### src/rtl/multicycle_ctrl.sv
`default_nettype none
// +----------------------------------------------------------------------------+
// | multicycle_ctrl : main control FSM of the multicycle CPU datapath          |
// | rev 1.0 : initial release                                                  |
// +----------------------------------------------------------------------------+
module multicycle_ctrl #(
    parameter int WAIT_LIMIT = 16
) (
    input  logic       clk,
    input  logic       reset,
    input  logic [5:0] op,
    input  logic [5:0] funct,
    input  logic       zero,
    input  logic       mem_ready,
    output logic       mem_req,
    output logic       mem_write,
    output logic       iord,
    output logic       ir_write,
    output logic       pc_en,
    output logic [1:0] pc_src,
    output logic       alu_src_a,
    output logic [1:0] alu_src_b,
    output logic [2:0] alu_ctrl_sig,
    output logic       reg_dst,
    output logic       mem_to_reg,
    output logic       reg_write,
    output logic       illegal,
    output logic       mem_fault,
    output logic [3:0] state
);

    typedef enum logic [3:0] {
        S_RST    = 4'd0,  S_FETCH  = 4'd1,  S_DECODE = 4'd2,  S_MEMADR = 4'd3,
        S_MEMRD  = 4'd4,  S_MEMWB  = 4'd5,  S_MEMWR  = 4'd6,  S_EXEC   = 4'd7,
        S_ALUWB  = 4'd8,  S_BRANCH = 4'd9,  S_ADDIEX = 4'd10, S_ADDIWB = 4'd11,
        S_JUMP   = 4'd12, S_HALT   = 4'd13
    } state_t;

    localparam logic [5:0] OP_LW    = 6'b100011;
    localparam logic [5:0] OP_SW    = 6'b101011;
    localparam logic [5:0] OP_RTYPE = 6'b000000;
    localparam logic [5:0] OP_BEQ   = 6'b000100;
    localparam logic [5:0] OP_ADDI  = 6'b001000;
    localparam logic [5:0] OP_J     = 6'b000010;

    localparam logic [5:0] FN_ADD = 6'b100000;
    localparam logic [5:0] FN_SUB = 6'b100010;
    localparam logic [5:0] FN_AND = 6'b100100;
    localparam logic [5:0] FN_OR  = 6'b100101;
    localparam logic [5:0] FN_SLT = 6'b101010;

    localparam logic [2:0] ALU_ADD = 3'b010;
    localparam logic [2:0] ALU_SUB = 3'b110;
    localparam logic [2:0] ALU_AND = 3'b000;
    localparam logic [2:0] ALU_OR  = 3'b001;
    localparam logic [2:0] ALU_SLT = 3'b111;

    localparam int             CW    = (WAIT_LIMIT < 2) ? 1 : $clog2(WAIT_LIMIT + 1);
    localparam logic [CW:0]    LIMIT = (CW + 1)'(WAIT_LIMIT);
    localparam logic [CW:0]    ONE   = (CW + 1)'(1);

    state_t        cur;
    state_t        nxt;
    logic [CW-1:0] wait_cnt;
    logic [CW:0]   wait_inc;
    logic          fault;
    logic          pc_write;
    logic          branch;
    logic          waiting;

    // Outputs are decoded from the registered state; strobes gated by
    // mem_ready, zero, op or funct are qualified in the same cycle.
    always_comb begin
        nxt          = cur;
        mem_req      = 1'b0;
        mem_write    = 1'b0;
        iord         = 1'b0;
        ir_write     = 1'b0;
        pc_write     = 1'b0;
        branch       = 1'b0;
        pc_src       = 2'b00;
        alu_src_a    = 1'b0;
        alu_src_b    = 2'b00;
        alu_ctrl_sig = ALU_ADD;
        reg_dst      = 1'b0;
        mem_to_reg   = 1'b0;
        reg_write    = 1'b0;
        illegal      = 1'b0;
        waiting      = 1'b0;
        case (cur)
            S_RST: nxt = S_FETCH;
            S_FETCH: begin
                mem_req   = 1'b1;
                alu_src_b = 2'b01;
                waiting   = !mem_ready;
                if (mem_ready) begin
                    ir_write = 1'b1;
                    pc_write = 1'b1;
                    nxt      = S_DECODE;
                end
            end
            S_DECODE: begin
                alu_src_b = 2'b11;
                case (op)
                    OP_LW, OP_SW: nxt = S_MEMADR;
                    OP_RTYPE:     nxt = S_EXEC;
                    OP_BEQ:       nxt = S_BRANCH;
                    OP_ADDI:      nxt = S_ADDIEX;
                    OP_J:         nxt = S_JUMP;
                    default: begin
                        illegal = 1'b1;
                        nxt     = S_FETCH;
                    end
                endcase
            end
            S_MEMADR: begin
                alu_src_a = 1'b1;
                alu_src_b = 2'b10;
                nxt       = (op == OP_SW) ? S_MEMWR : S_MEMRD;
            end
            S_MEMRD: begin
                mem_req = 1'b1;
                iord    = 1'b1;
                waiting = !mem_ready;
                if (mem_ready) nxt = S_MEMWB;
            end
            S_MEMWB: begin
                mem_to_reg = 1'b1;
                reg_write  = 1'b1;
                nxt        = S_FETCH;
            end
            S_MEMWR: begin
                mem_req   = 1'b1;
                mem_write = 1'b1;
                iord      = 1'b1;
                waiting   = !mem_ready;
                if (mem_ready) nxt = S_FETCH;
            end
            S_EXEC: begin
                alu_src_a = 1'b1;
                nxt       = S_ALUWB;
                case (funct)
                    FN_ADD: alu_ctrl_sig = ALU_ADD;
                    FN_SUB: alu_ctrl_sig = ALU_SUB;
                    FN_AND: alu_ctrl_sig = ALU_AND;
                    FN_OR:  alu_ctrl_sig = ALU_OR;
                    FN_SLT: alu_ctrl_sig = ALU_SLT;
                    default: begin
                        illegal = 1'b1;
                        nxt     = S_FETCH;
                    end
                endcase
            end
            S_ALUWB: begin
                reg_dst   = 1'b1;
                reg_write = 1'b1;
                nxt       = S_FETCH;
            end
            S_BRANCH: begin
                alu_src_a    = 1'b1;
                alu_ctrl_sig = ALU_SUB;
                pc_src       = 2'b01;
                branch       = 1'b1;
                nxt          = S_FETCH;
            end
            S_ADDIEX: begin
                alu_src_a = 1'b1;
                alu_src_b = 2'b10;
                nxt       = S_ADDIWB;
            end
            S_ADDIWB: begin
                reg_write = 1'b1;
                nxt       = S_FETCH;
            end
            S_JUMP: begin
                pc_src   = 2'b10;
                pc_write = 1'b1;
                nxt      = S_FETCH;
            end
            S_HALT:  nxt = S_HALT;
            default: nxt = S_RST;
        endcase

        // The cycle that would make the wait count hit the limit moves to HALT.
        wait_inc = {1'b0, wait_cnt} + ONE;
        if (WAIT_LIMIT != 0 && waiting && wait_inc == LIMIT) nxt = S_HALT;
    end

    always_ff @(posedge clk or posedge reset) begin
        if (reset) begin
            cur      <= S_RST;
            wait_cnt <= '0;
            fault    <= 1'b0;
        end else begin
            cur <= nxt;
            if (nxt == S_HALT) fault <= 1'b1;
            if (nxt != cur || !waiting) wait_cnt <= '0;
            else                        wait_cnt <= wait_inc[CW-1:0];
        end
    end

    assign pc_en     = pc_write | (branch & zero);
    assign mem_fault = fault;
    assign state     = cur;

endmodule
`default_nettype wire

### config.mk
export PLATFORM = sky130hd
export DESIGN_NAME = multicycle_ctrl
export DESIGN_NICKNAME = d
export VERILOG_FILES = /design/src/rtl/multicycle_ctrl.sv
export SDC_FILE = /design/constraint.sdc
export NUM_CORES = 1
export LEC_CHECK = 0
export CAP_MARGIN = 5
export CELL_PAD_IN_SITES_DETAIL_PLACEMENT = 1
export CELL_PAD_IN_SITES_GLOBAL_PLACEMENT = 1
export CORE_UTILIZATION = 32
export CTS_BUF_LIST = sky130_fd_sc_hd__clkbuf_2 sky130_fd_sc_hd__clkbuf_4 sky130_fd_sc_hd__clkbuf_8
export DETAILED_ROUTE_END_ITERATION = 16
export GPL_ROUTABILITY_DRIVEN = 0
export PLACE_DENSITY_LB_ADDON = 0.1
export SLEW_MARGIN = 20
export SYNTH_ARGS = -nofsm -noshare
export SYNTH_HDL_FRONTEND = slang
export SYNTH_SLANG_ARGS = --single-unit
### constraint.sdc
create_clock -name clk -period 2.3 [get_ports clk]
set_clock_uncertainty 0.05 [all_clocks]
set_input_delay 0.46 -clock clk [delete_from_list [all_inputs] [get_ports clk]]
set_output_delay 0.46 -clock clk [all_outputs]
set_load 0.02 [all_outputs]
==> flow_metrics.env <==
export IMPL_worstSetupEndpointType="primary output"
export IMPL_crit_family="buffers and inverters"
export IMPL_setup_slack_ps=14.3
export IMPL_muxShareOfSynthArea=0.0325
export IMPL_grt_pass1_wl_mm=5.45
export IMPL_antenna_cells=0
export IMPL_drtIter0Drc=23
export IMPL_synth_edf_count=0
export IMPL_postSynthNetCount=137
export IMPL_swShare=0.458
export IMPL_cts_max_level=1
export IMPL_worstPathArrival_ps=1780
export IMPL_clk_latency_ps=260
export IMPL_synthXorXnorAreaFrac=0.0546
export IMPL_start_kind="input port"
export IMPL_final_nets=203
export IMPL_intPower_w=0.000713
export IMPL_cp_required_ps=1790
export IMPL_synth_fa_ha_area_frac=0.0260
export IMPL_grt_pass1_vias=1167
export IMPL_cp_slowest_stage_delay_ps=530
export IMPL_drive_above_1_share=0.306
export IMPL_share_seq_of_total_power=0.220
export IMPL_ys_types=44
export IMPL_place_worst_setup_slack_ps=-458
export IMPL_ios=38
export IMPL_clock_tree_buffer_depth=2
export IMPL_rr_worst_depth=7
export IMPL_fin_setup_tns_ps=0
export IMPL_finalCritPeriodShare=0.994
export IMPL_grt_total_usage=0.218
export IMPL_drc_errors=6
export IMPL_power_clock_fraction=0.089
export IMPL_synth_compound_area_frac=0.195
export IMPL_hold_viol_final=0
export IMPL_finalCriticalPeriod_ps=2290
export IMPL_maxCapViolCount=0
export IMPL_worst_pin_slew_ps=515
export IMPL_path_cells="clkdlybuf4s50_1 -> nor3b_2 -> buf_4 -> a21o_1 -> dlygate4sd2_1"
export IMPL_vdd_drop_max_v=0.000447
export IMPL_cts_tree="yes"
export IMPL_syn_avg_cell_area_sq_um=8.09
export IMPL_dieArea_sq_um=3230
export IMPL_critPathSlowestCell="clkdlybuf4s50_1"
export IMPL_min_path_type="input port to asynchronous set/reset pin"
export IMPL_status="finished with violations"
export IMPL_critPathKind="input port to primary output"
export IMPL_powerDensity_nw_per_um2=814
export IMPL_routed_wl_mm=3.27
export IMPL_place_inst=210
export IMPL_slew_headroom=0.653
export IMPL_rsz0062_at_grt="yes"
export IMPL_coreArea_sq_um=2810
export IMPL_power_leakage_nw=0.781
export IMPL_io_buffers=37
export IMPL_clkTransAtPathRegs_ps=60
export IMPL_core_rowCount=19
export IMPL_p_comb_frac=0.691
export IMPL_die_width_microns=56.8
export IMPL_yosys_warnings=0
export IMPL_crit_cells=5
export IMPL_antenna_found_initial=0
export IMPL_routed_via_density=5.36
export IMPL_synth_top_family_by_area="simple AND/OR/NAND/NOR gates"
export IMPL_violations="DRC"
export IMPL_fin_cells=214
export IMPL_drtAntennaViolNets=0
export IMPL_via_count=1146
export IMPL_layout_common_cells="buf_4 (30), clkdlybuf4s50_1 (18), nor2_1 (12), dlygate4sd2_1 (12), nand2_1 (7)"
export IMPL_syn_cell_area_sq_um=962
export IMPL_cts_made_buffers=3
export IMPL_ys_seq_elements=10
export IMPL_grt_ovfl_total=0
export IMPL_dr_pass1_iters=10
export IMPL_critPathBufInv=3
export IMPL_clock_sinks=10
export IMPL_max_freq_mhz=437
export IMPL_die_y_microns=56.8
export IMPL_wl_per_cell_microns=15.3
export IMPL_hpwl_mm=2.61
export IMPL_synth_seq_area_share=0.260
export IMPL_ys_async_sr_fraction=1.00
export IMPL_synth_simple_area_share=0.385
export IMPL_start_util=0.343
export IMPL_syn_inst=119
export IMPL_area_growth_pct=67.9
export IMPL_slew_violations=0
export IMPL_synthFlopType="dfrtp_1"
export IMPL_layout_commonest_cell="buf_4"
export IMPL_p_switching_w=0.000602
export IMPL_cp_max_fo=4
export IMPL_finalSetupViolCount=0
export IMPL_cts_root_buf="clkbuf_4"
export IMPL_grt_start_max_net_pins=12
==> repair_timing <==
item                                    in CTS  in global routing
setup buffers                                0                  1
gates cloned                                 0                  0
hold buffers                                 0                  0
endpoints found under the setup margin      17                  8
pin swaps                                    0                  2
resized for setup                           31                 11
==> stage by stage <==
step	power (W)	hold WS [ps]	utilization	instance area (sq um)
2_1_floorplan	0.000769	250	-	962
3_3_place_gp	0.00120	411	0.556	1560
3_5_place_dp	0.00123	421	0.556	1560
4_1_cts	0.00132	433	0.570	1600
5_1_grt	0.00141	455	0.576	1620
6_report	0.00132	426	0.576	1620
==> cell families (layout without fill, tap and decap cells) <==
group | count (synthesis) | after routing
AO/OA/AOI/OAI | 25 | 25
XOR/XNOR | 6 | 6
adder cells (fa/ha/maj) | 2 | 2
buffers and inverters | 10 | 74
flip-flops | 10 | 10
multiplexers | 3 | 3
AND/OR/NAND/NOR | 63 | 63
==> per-layer routing <==
layer / vias up / global-route usage / share of wire
met3: 4 / 0.0438 / 0.031
met2: 28 / 0.376 / 0.50
li1: 567 / - / -
met5: - / 0 / 0
met1: 547 / 0.277 / 0.46
met4: 0 / 0.0557 / 0.0095
==> sequential cells by signal (all words and copies together), names as in the netlist <==
signal and count:
mem_fault 1, wait_cnt 5, state 4
==> cell type report <==
type	instances	area (sq um)
fill	350	1190
multi-input combinational	99	711
timing repair buffer	67	573
sequential	10	255
tap	31	38.8
clock buffer	3	22.5
inverter	4	15.0
==> power by group through the flow <==
stage,registers (W),clock network (W),logic [W]
floorplan,0.000288,0,0.000481
global placement,0.000283,0,0.000913
detailed placement,0.000286,0,0.000941
CTS,0.000286,0.000122,0.000910
global route,0.000298,0.000127,0.000985
finish,0.000290,0.000117,0.000909
==> Yosys cell counts (2+ instances only) <==
| cell type | number | area, sq um |
|---|---|---|
| a211o_1 | 2 | 17.5 |
| a211oi_1 | 3 | 22.5 |
| a21oi_1 | 3 | 15.0 |
| and3b_1 | 2 | 17.5 |
| buf_2 | 3 | 15.0 |
| clkbuf_1 | 2 | 7.51 |
| dfrtp_1 | 10 | 250 |
| ha_1 | 2 | 25.0 |
| inv_1 | 4 | 15.0 |
| mux2i_1 | 2 | 20.0 |
| nand2_1 | 7 | 26.3 |
| nand2b_1 | 6 | 37.5 |
| nand3_1 | 5 | 25.0 |
| nor2_1 | 12 | 45.0 |
| nor2b_1 | 4 | 25.0 |
| nor3_1 | 7 | 35.0 |
| nor3b_1 | 3 | 22.5 |
| nor4_1 | 3 | 18.8 |
| o21ai_0 | 4 | 20.0 |
| o22ai_1 | 3 | 18.8 |
| or2_1 | 3 | 18.8 |
| or2_2 | 3 | 18.8 |
| xnor2_1 | 2 | 17.5 |
| xor2_1 | 4 | 35.0 |
==> final timing paths <==
kind / start / endpoint / slack (ps)
worst max-delay path: funct[1] / alu_ctrl_sig[2] / 10
worst min-delay path: reset / wait_cnt[4] / 430
worst max register to register: state[2] / mem_fault / 300
worst min register to register: mem_fault / mem_fault / 440
max in group asynchronous: reset / state[2] / 1470
min in group clk: mem_fault / mem_fault / 440
Note: power is estimated with default switching activity, not from simulation.
